`src/rtl/qspi_pkg.sv`:
```
// Shared constants for the QSPI write sequencer: FSM encodings,
// command codes and the address-window defaults.
package qspi_pkg;

    localparam logic [1:0] ST_IDLE    = 2'd0;
    localparam logic [1:0] ST_ACCEPT  = 2'd1;
    localparam logic [1:0] ST_DRAIN   = 2'd2;
    localparam logic [1:0] ST_DISCARD = 2'd3;

    localparam logic CMD_WRITE = 1'b0;
    localparam logic CMD_READ  = 1'b1;

    localparam logic [31:0] AUDIO_MAGIC_ADDR = 32'hA0D1_0000;
    localparam logic [7:0]  WIN_TAG_DEF      = 8'h00;

endpackage

```
`src/rtl/qsw_fifo.sv`:
```
// Synchronous FIFO with registered storage and an occupancy count.
// Push while full is accepted only when a pop frees a slot that cycle.
module qsw_fifo #(
    parameter int W  = 33,
    parameter int AW = 4
) (
    input  logic          clk_i,
    input  logic          rst_ni,
    input  logic          push_i,
    input  logic [W-1:0]  din_i,
    input  logic          pop_i,
    output logic [W-1:0]  dout_o,
    output logic          empty_o,
    output logic          full_o,
    output logic [AW:0]   count_o
);

    logic [W-1:0]  mem_q [2**AW];
    logic [AW-1:0] wptr_q, wptr_d;
    logic [AW-1:0] rptr_q, rptr_d;
    logic [AW:0]   count_q, count_d;
    logic          do_push, do_pop;

    assign empty_o = (count_q == '0);
    assign full_o  = (count_q == (AW+1)'(2**AW));
    assign count_o = count_q;
    assign dout_o  = mem_q[rptr_q];

    assign do_pop  = pop_i & ~empty_o;
    assign do_push = push_i & (~full_o | do_pop);

    always_comb begin
        wptr_d  = wptr_q;
        rptr_d  = rptr_q;
        count_d = count_q;
        if (do_push) wptr_d = wptr_q + AW'(1);
        if (do_pop)  rptr_d = rptr_q + AW'(1);
        if (do_push && !do_pop)
            count_d = count_q + (AW+1)'(1);
        else if (do_pop && !do_push)
            count_d = count_q - (AW+1)'(1);
    end

    always_ff @(posedge clk_i) begin
        if (do_push) mem_q[wptr_q] <= din_i;
    end

    always_ff @(posedge clk_i or negedge rst_ni) begin
        if (!rst_ni) begin
            wptr_q  <= '0;
            rptr_q  <= '0;
            count_q <= '0;
        end else begin
            wptr_q  <= wptr_d;
            rptr_q  <= rptr_d;
            count_q <= count_d;
        end
    end

endmodule

```
`src/rtl/qspi_write_sequencer.sv`:
```
// Turns QSPI host write headers plus data words into a stream of
// auto-incrementing RAM word writes, buffered through a small FIFO.
module qspi_write_sequencer
    import qspi_pkg::*;
#(
    parameter int         ADDR_W  = 17,
    parameter int         FIFO_AW = 4,
    parameter logic [7:0] WIN_TAG = WIN_TAG_DEF
) (
    input  logic              hClk,
    input  logic              hRst_n,
    input  logic              hdr_valid,
    input  logic              hdr_cmd,
    input  logic [9:0]        hdr_len,
    input  logic [31:0]       hdr_addr,
    input  logic              wr_valid,
    input  logic [15:0]       wr_data,
    output logic              mem_req,
    output logic [ADDR_W-1:0] mem_addr,
    output logic [15:0]       mem_wdata,
    input  logic              mem_ack,
    input  logic              clr_status,
    output logic              busy,
    output logic              xfer_done,
    output logic              ovf_err,
    output logic              len_err
);

    localparam int FW = ADDR_W + 16;

    logic [1:0]        state_q, state_d;
    logic [ADDR_W-1:0] addr_q, addr_d;
    logic [9:0]        rem_q, rem_d;
    logic              done_q, done_d;
    logic              ovf_q, len_q;
    logic              ovf_set, len_set;

    logic              push, pop;
    logic              f_empty, f_full;
    logic [FIFO_AW:0]  f_count;
    logic [FW-1:0]     f_head;
    logic              hdr_ok;
    logic              last_pop;
    logic              unused_hdr_bits;

    qsw_fifo #(
        .W  (FW),
        .AW (FIFO_AW)
    ) u_fifo (
        .clk_i   (hClk),
        .rst_ni  (hRst_n),
        .push_i  (push),
        .din_i   ({addr_q, wr_data}),
        .pop_i   (pop),
        .dout_o  (f_head),
        .empty_o (f_empty),
        .full_o  (f_full),
        .count_o (f_count)
    );

    assign unused_hdr_bits = ^{hdr_addr[0], hdr_addr[23:ADDR_W+1]};

    assign pop      = mem_ack & ~f_empty;
    assign last_pop = pop & (f_count == (FIFO_AW+1)'(1));
    assign hdr_ok   = (hdr_cmd == CMD_WRITE)
                    && (hdr_addr[31:24] == WIN_TAG)
                    && (hdr_addr != AUDIO_MAGIC_ADDR);

    // The word of the current transfer is handled before a coincident header.
    always_comb begin
        state_d = state_q;
        addr_d  = addr_q;
        rem_d   = rem_q;
        done_d  = 1'b0;
        push    = 1'b0;
        ovf_set = 1'b0;
        len_set = 1'b0;

        if (wr_valid) begin
            if (state_q == ST_ACCEPT) begin
                push    = 1'b1;
                ovf_set = f_full & ~pop;
                addr_d  = addr_q + ADDR_W'(1);
                if (rem_q == '0)
                    state_d = ST_DRAIN;
                else
                    rem_d = rem_q - 10'd1;
            end else if (state_q == ST_DRAIN) begin
                len_set = 1'b1;
            end
        end

        if (state_q == ST_DRAIN && (f_empty || last_pop)) begin
            state_d = ST_IDLE;
            done_d  = last_pop;
        end

        if (hdr_valid) begin
            done_d = 1'b0;
            if (state_d == ST_ACCEPT) len_set = 1'b1;
            if (hdr_ok) begin
                addr_d  = hdr_addr[ADDR_W:1];
                rem_d   = hdr_len;
                state_d = ST_ACCEPT;
            end else begin
                state_d = ST_DISCARD;
            end
        end
    end

    always_ff @(posedge hClk or negedge hRst_n) begin
        if (!hRst_n) begin
            state_q <= ST_IDLE;
            addr_q  <= '0;
            rem_q   <= '0;
            done_q  <= 1'b0;
            ovf_q   <= 1'b0;
            len_q   <= 1'b0;
        end else begin
            state_q <= state_d;
            addr_q  <= addr_d;
            rem_q   <= rem_d;
            done_q  <= done_d;
            ovf_q   <= ovf_set | (ovf_q & ~clr_status);
            len_q   <= len_set | (len_q & ~clr_status);
        end
    end

    assign mem_req   = ~f_empty;
    assign mem_addr  = f_empty ? '0 : f_head[FW-1:16];
    assign mem_wdata = f_empty ? '0 : f_head[15:0];
    assign busy      = (state_q != ST_IDLE) | ~f_empty;
    assign xfer_done = done_q;
    assign ovf_err   = ovf_q;
    assign len_err   = len_q;

endmodule

```
`config.mk`:
```
export PLATFORM = sky130hd
export DESIGN_NAME = qspi_write_sequencer
export DESIGN_NICKNAME = d
export VERILOG_FILES = /design/src/rtl/qspi_pkg.sv /design/src/rtl/qsw_fifo.sv /design/src/rtl/qspi_write_sequencer.sv
export SDC_FILE = /design/constraint.sdc
export NUM_CORES = 1
export LEC_CHECK = 0
export CAP_MARGIN = 20
export CORE_UTILIZATION = 54
export CTS_CLUSTER_SIZE = 12
export DETAILED_ROUTE_END_ITERATION = 16
export PLACE_DENSITY = 0.75
export SLEW_MARGIN = 10
export SYNTH_ARGS = -nofsm -noshare
export SYNTH_HDL_FRONTEND = slang
export SYNTH_SLANG_ARGS = --single-unit
```
`constraint.sdc`:
```
create_clock -name hClk -period 3.3 [get_ports hClk]
set_input_delay 0.495 -clock hClk [delete_from_list [all_inputs] [get_ports hClk]]
set_output_delay 0.495 -clock hClk [all_outputs]
set_load 0.1 [all_outputs]
```
==> results by group, run 1 <==
STA
  – Worst clock skew: 0.03314 ns
  – Setup TNS Final: 0 ns
  – Endpoints failing hold: 0
  – Final worst path period share: 0.9786
  – Slew HR: 0.3473
  – Slew Viols, Final: 0
  – Final min period: 3.229 ns
  – Fin Hold WS: 0.3437 ns
  – Slew @ Worst Pin: 0.9760 ns
  – Peak Freq: 309.7 MHz
  – Final setup viols: 0

Logic synthesis
  – Post-synth EDFFs: 528
  – Largest family of logic cells by synthesized area: multiplexers
  – Synth unique cells: 52
  – Mapped Nets: 1179
  – Post-Synth Adder-Cell Area: 0.006625
  – Post-synthesis xor/xnor area fraction: 0.009662
  – #FFs+latches synth: between 500 and 600
  – Area fraction in and, or, nand and nor cells after synthesis: 0.03423
  – Post-synthesis sequential area ratio: 0.7493
  – Post-synthesis compound-gate area fraction: 0.02313
  – Synth Flop Type: edfxtp_1
  – Post-Syn Area per Cell: approximately 21 um2
  – Warning count from the yosys run: 0
  – Asr flop ratio synth: 0.07853
  – Post-synthesis cell count: 1102
  – Multiplexer share of the synthesized area: 0.1622
  – Cell Area, Synth: 22660 um2

Layout
  – Number of diodes: 0
  – Fin nets: 1331
  – Filler instances: 2657
  – Area grow syn2layout: 19.61%
  – Ratio of cells with drive above 1 in the final layout: 0.2746

Detailed routing
  – DRC viols: 3
  – Avg WL per Cell: between 20 and 30 um
  – Antenna Nets Post-Route: 0
  – Routed vias: 11440
  – Vias per cell: around 6.3
  – DR pass1 iterations: 13
  – WL final: 48.83 mm
  – Starting DRT DRC Count: approximately 1100

Setup path
  – CP endpoint kind: primary output
  – Critical path arrival: 2.73 ns
  – Critical path fanouts, max: 8
  – R2r worst-path depth: 9
  – Worst reg2reg endpoint: u_fifo.count_o[2]
  – Crit path kind: reg2out
  – Reg-to-reg startpoint: u_fifo.count_o[0]
  – CP required: 2.80 ns
  – Startpoint types: flop
  – FF-to-FF setup slack: 0.82 ns

Floorplan
  – DIE AREA: 42790 um2
  – Initial core utilization: 0.5513
  – Die height: 206.9 um
  – Core area: 41110 um2
  – Site Rows: 74
  – Number of top-level pins: 103
  – Die Span X: approximately 210 um

Global route
  – Initial antenna violation count: 0
  – Largest net degree at the start of global routing: 46
  – Gr usage total: 0.2316
  – GRT Residual Overflow: 0
  – First-pass GRT wire length: 71.63 mm
  – Vias in the first global route: roughly 12000

Power and ir drop
  – PwrDens: 899.7 nW/um2
  – Pleak: 9.136 nW
  – Gate power share: 0.414
  – Clk network pwr share: 0.244
  – Sequential power share: 0.342
  – Net Switching: 8.750 mW
  – Peak VDD IR: around 0.75 mV
  – P_int: 15.63 mW
  – Switching Fraction: 0.3588

CTS
  – Clock Sinks: 573
  – CTS Buf Count: 57
  – CTS clk-pin slew, worst paths: 0.06 ns
  – CTS tree: yes
  – CTS Buffer Depth: 3
  – Number of H-tree levels: 2
  – Clock Latency Late Sink: 0.61 ns
  – Root Buffer: clkbuf_16

Min path
  – Hold crit path type: in2async

Place
  – I/O Buffers: 95
  – Routability cong.: 0.7858
  – DP HPWL: 25.34 mm

Job
  – Maxcap violations: 0

Run status
  – Status: finished with violations
  – Failing checks: design-rule violations
==> synthesized netlist by cell type (all sizes together) (4+ instances only) <==
library cell / count / area [um2]
mux4: 132 / 2973
edfxtp: 528 / 15860
ha: 12 / 150.1
nor2: 20 / 75.07
or4: 4 / 30.03
inv: 18 / 67.56
nor3: 6 / 30.03
nand3: 9 / 45.04
o21ai: 21 / 105.1
clkbuf: 19 / 71.32
a31oi: 8 / 50.05
xnor2: 17 / 148.9
and2: 12 / 75.07
xor2: 8 / 70.07
a21oi: 11 / 55.05
or3: 4 / 30.03
nand2: 32 / 120.1
dfrtp: 45 / 1126
o22ai: 34 / 212.7
nor4: 8 / 62.56
nand4: 14 / 108.9
buf: 35 / 197.7
mux2i: 69 / 690.7
==> cells in the final DEF (no fill, tap or decap), types with 17 or more instances in the layout <==
master	Yosys	routed
buf_12	0	60
buf_4	9	22
clkbuf_1	19	18
clkbuf_16	0	61
clkdlybuf4s50_1	0	59
dfrtp_1	45	41
edfxtp_1	528	528
inv_1	18	17
mux2i_1	69	69
mux4_2	132	132
nand2_1	32	31
o21ai_0	21	21
o22ai_2	0	33
xnor2_1	17	17
==> power groups by stage <==
stage	registers, mW	logic, mW	clock network (mW)
floorplan	8.28	6.90	0
global route	8.36	10.5	6.31
global placement	8.51	9.66	0
finish	8.34	10.1	5.95
CTS	8.33	10.0	6.00
detailed placement	8.52	9.72	0
==> logic make-up (layout without fill, tap and decap cells) <==
logic type,Yosys count,count (layout)
flip-flops,573,573
adder cells (fa/ha/maj),12,12
multiplexers,202,202
buffers and inverters,72,259
AO/OA/AOI/OAI,85,85
XOR/XNOR,25,25
AND/OR/NAND/NOR,133,133
==> final cells by class <==
type                       count  area [um2]  share of cell area
multi-input combinational    457        5627              0.2076
sequential                   573       16990              0.6270
tap                          532       665.6             0.02456
clock buffer                  77        1544             0.05696
clock inverter                17       125.1            0.004616
inverter                      18       67.56            0.002493
timing repair buffer         147        2082             0.07681
==> worst max-delay path: stages, from the launching register on <==
cell	delay, ns
dfrtp_2	0.44
inv_1	0.14
ha_4	0.18
or4b_4	0.52
nand2b_4	0.17
bufbuf_16	0.34
o22ai_2	0.13
buf_12	0.19
==> worst max-delay path by stage <==
stage / cells after the start / from / end / slack, ns
finish: 7 / u_fifo.count_o[0] / mem_addr[7] / 0.07
global route: 7 / u_fifo.count_o[0] / mem_addr[7] / -0.005
CTS: 7 / u_fifo.count_o[0] / mem_wdata[9] / 0.01
detailed placement: 6 / wr_valid / u_fifo.mem_q[13][28] / 0.35
global placement: 6 / wr_valid / u_fifo.mem_q[13][0] / 0.39
floorplan: 8 / u_fifo.count_o[0] / mem_addr[10] / 0.09
==> layer usage <==
layer,share of wire,track usage,vias up
met4,0.018,0.05527,0
met1,0.41,0.3290,5987
li1,-,-,4854
met3,0.075,0.04568,76
met5,0,0,-
met2,0.50,0.3742,523
==> flip-flops by register name (all words and copies together) (netlist names) <==
name and flops:
u_fifo.rptr_q 4, state_q 2, u_fifo.count_o 5, u_fifo.mem_q 528
len_err 1, rem_q 10, addr_q 17, u_fifo.wptr_q 4
ovf_err 1, xfer_done 1
==> stage by stage <==
stage	instance area, um2	setup slack [ns]	cells	util	total power, mW
2_1_floorplan	22870	0.09311	1102	-	15.18
3_3_place_gp	25230	0.3930	1717	0.6136	18.17
3_5_place_dp	25230	0.3453	1717	0.6136	18.24
4_1_cts	27010	0.01130	1817	0.6570	24.36
5_1_grt	27100	-0.004567	1821	0.6593	25.18
6_report	27100	0.07058	1821	0.6593	24.39
==> timing repair <==
action | 4_1_cts | 5_1_grt
buffers inserted | 4 | 0
hold buffers | 0 | 1
resized for setup | 4 | 4
hold endpoints to repair | 0 | 14
cloned | 2 | 2
endpoints found under the setup margin | 33 | 33
No activity file was read; power rests on OpenSTA's default activity.
==> inputs of run 2 (changes only) <==
- ABC_CLOCK_PERIOD_IN_PS: not set -> 3300
==> results of run 2 <==
No change in the layout: final DEF, timing and power equal those of run 1.
==> inputs of run 3 (changes only) <==
- TNS_END_PERCENT: not set -> 1
==> results by group, run 3 (synthesis gave the netlist of run 1 again) <==
Run status
  – Status: finished with violations
  – Failing checks: design-rule violations

Floorplan
  – Die Span X: 206.9 um (unchanged)
  – Initial core utilization: 0.5513 (unchanged)
  – Core area: 41110 um2 (unchanged)
  – Die height: 206.9 um (unchanged)
  – Number of top-level pins: 103 (unchanged)
  – Site Rows: 74 (unchanged)
  – DIE AREA: 42790 um2 (unchanged)

Global route
  – Gr usage total: 0.2304 (-0.001164)
  – First-pass GRT wire length: 71.33 mm (-0.42%)
  – Largest net degree at the start of global routing: 46 (unchanged)
  – Initial antenna violation count: 0 (unchanged)
  – Vias in the first global route: 11800 (+0.53%)
  – GRT Residual Overflow: 0 (unchanged)

Power and ir drop
  – Pleak: 9.156 nW (+0.22%)
  – PwrDens: 901.9 nW/um2 (+0.25%)
  – Tot Pwr: 24.50 mW (+0.47%)
  – Peak VDD IR: 0.7512 mV (about the same)

Detailed routing
  – Routed vias: 11410 (-0.31%)
  – Starting DRT DRC Count: 1187 (+6.9%)
  – DRC viols: 3 (unchanged)
  – Avg WL per Cell: 26.82 um (about the same)
  – Vias per cell: 6.253 (-0.47%)
  – DR pass1 iterations: 13 (unchanged)
  – WL final: 48.92 mm (+0.19%)
  – Antenna Nets Post-Route: 0 (unchanged)

Setup path
  – CP required: 2.80 ns (about the same)
  – R2r worst-path depth: 6 (-3)
  – CP endpoint kind: primary output
  – Crit path kind: reg2out
  – Critical path fanouts, max: 8 (unchanged)
  – Startpoint types: flop
  – Critical path arrival: 2.68 ns (-0.05 ns)

STA
  – Slew Viols, Final: 0 (unchanged)
  – Endpoints failing hold: 0 (unchanged)
  – Slew @ Worst Pin: 0.9760 ns (-0.00002623 ns)
  – Unrepaired setup endpoints after global routing: false
  – Final setup viols: 0 (unchanged)
  – Peak Freq: 314.8 MHz (+1.7%)
  – Fin Hold WS: 0.3510 ns (+0.007320 ns)
  – Worst clock skew: 0.01835 ns (-0.01479 ns)
  – Final min period: 3.176 ns (-0.05314 ns)
  – Final worst path period share: 0.9625 (-0.01610)
  – Slew HR: 0.3473 (about the same)

Layout
  – Number of diodes: 0 (unchanged)
  – Commonest non-fill, non-tap cell in the layout: edfxtp_1
  – Max reg flops: 528 (unchanged)
  – Area grow syn2layout: 19.87%
  – Commonest non-fill, non-tap cells in the layout: 528 x edfxtp_1, 132 x mux4_2, 68 x mux2i_1
  – Fin nets: 1334 (+0.23%)
  – Register bank with the most flops: u_fifo.mem_q
  – Regs by FF count: u_fifo.mem_q x528, addr_q x17, rem_q x10
  – Ratio of cells with drive above 1 in the final layout: 0.2779 (+0.003232)

CTS
  – CTS Buf Count: 57 (unchanged)
  – CTS tree: yes
  – Root Buffer: clkbuf_16
  – Clock Sinks: 573 (unchanged)
  – Clock Latency Late Sink: 0.59 ns (-0.02 ns)
  – Number of H-tree levels: 2 (unchanged)
  – CTS Buffer Depth: 3 (unchanged)
  – CTS clk-pin slew, worst paths: 0.06 ns (about the same)

Place
  – Routability cong.: 0.7858 (unchanged)
  – DP HPWL: 25.34 mm (unchanged)
  – I/O Buffers: 95 (unchanged)

Job
  – Maxcap violations: 0 (unchanged)

Min path
  – Hold crit path type: in2async
-- run 3: final cells by class --
cell class | instances | area, um2
inverters | 18 | 67.56
well taps | 532 | 665.6
clock inverters | 17 | 125.1
repair buffers | 150 | 2131
multi-input cells | 457 | 5638
flip-flops and latches | 573 | 16990
fillers | 2646 | 13940
clock buffers | 77 | 1544
-- run 3: worst paths after layout --
kind | start | end | slack [ns]
max | u_fifo.count_o[0] | mem_wdata[9] | 0.12
min in group hClk | hdr_len[8] | rem_q[8] | 0.46
min reg2reg | u_fifo.count_o[3] | u_fifo.count_o[3] | 0.53
max in group asynchronous | hRst_n | u_fifo.rptr_q[0] | 2.43
max reg2reg | u_fifo.count_o[1] | u_fifo.mem_q[13][5] | 0.90
min | hRst_n | addr_q[10] | 0.35
-- run 3: timing repair --
| action | CTS | global route |
|---|---|---|
| endpoints found under the hold margin | 0 | 14 |
| setup endpoints to repair | 33 | 33 |
| hold buffers | 0 | 1 |
| cloned | 1 | 6 |
| setup buffers | 0 | 4 |
| gates resized for setup | 7 | 5 |
-- run 3: per-stage QoR --
stage	std cells	utilization	setup TNS [ns]	cell area, um2	worst slack (ns)
2_1_floorplan	1102	-	0	22870	0.09311
3_3_place_gp	1717	0.6136	0	25230	0.3930
3_5_place_dp	1717	0.6136	0	25230	0.3453
4_1_cts	1812	0.6556	-0.04836	26950	-0.02003
5_1_grt	1824	0.6608	0	27160	0.03074
6_report	1824	0.6608	0	27160	0.1237
-- run 3: per-layer routing --
metal | global-route usage | share of wire
met3 | 0.04961 | 0.076
met2 | 0.3724 | 0.50
met5 | 0 | 0
met1 | 0.3215 | 0.40
met4 | 0.06126 | 0.020
-- run 3: power by group --
group | switching (mW) | total [mW] | internal, mW
logic | 5.94 | 10.2 | 4.27
clock network | 2.55 | 5.94 | 3.39
registers | 0.315 | 8.35 | 8.04
total | 8.81 | 24.5 | 15.7
-- run 3: critical path: stages (launching register included) --
cell and delay [ns]:
dfrtp_2 0.44, inv_2 0.10, ha_4 0.16, or4b_4 0.54, nand2b_4 0.25, clkbuf_16 0.26, o22ai_2 0.13, buf_12 0.19
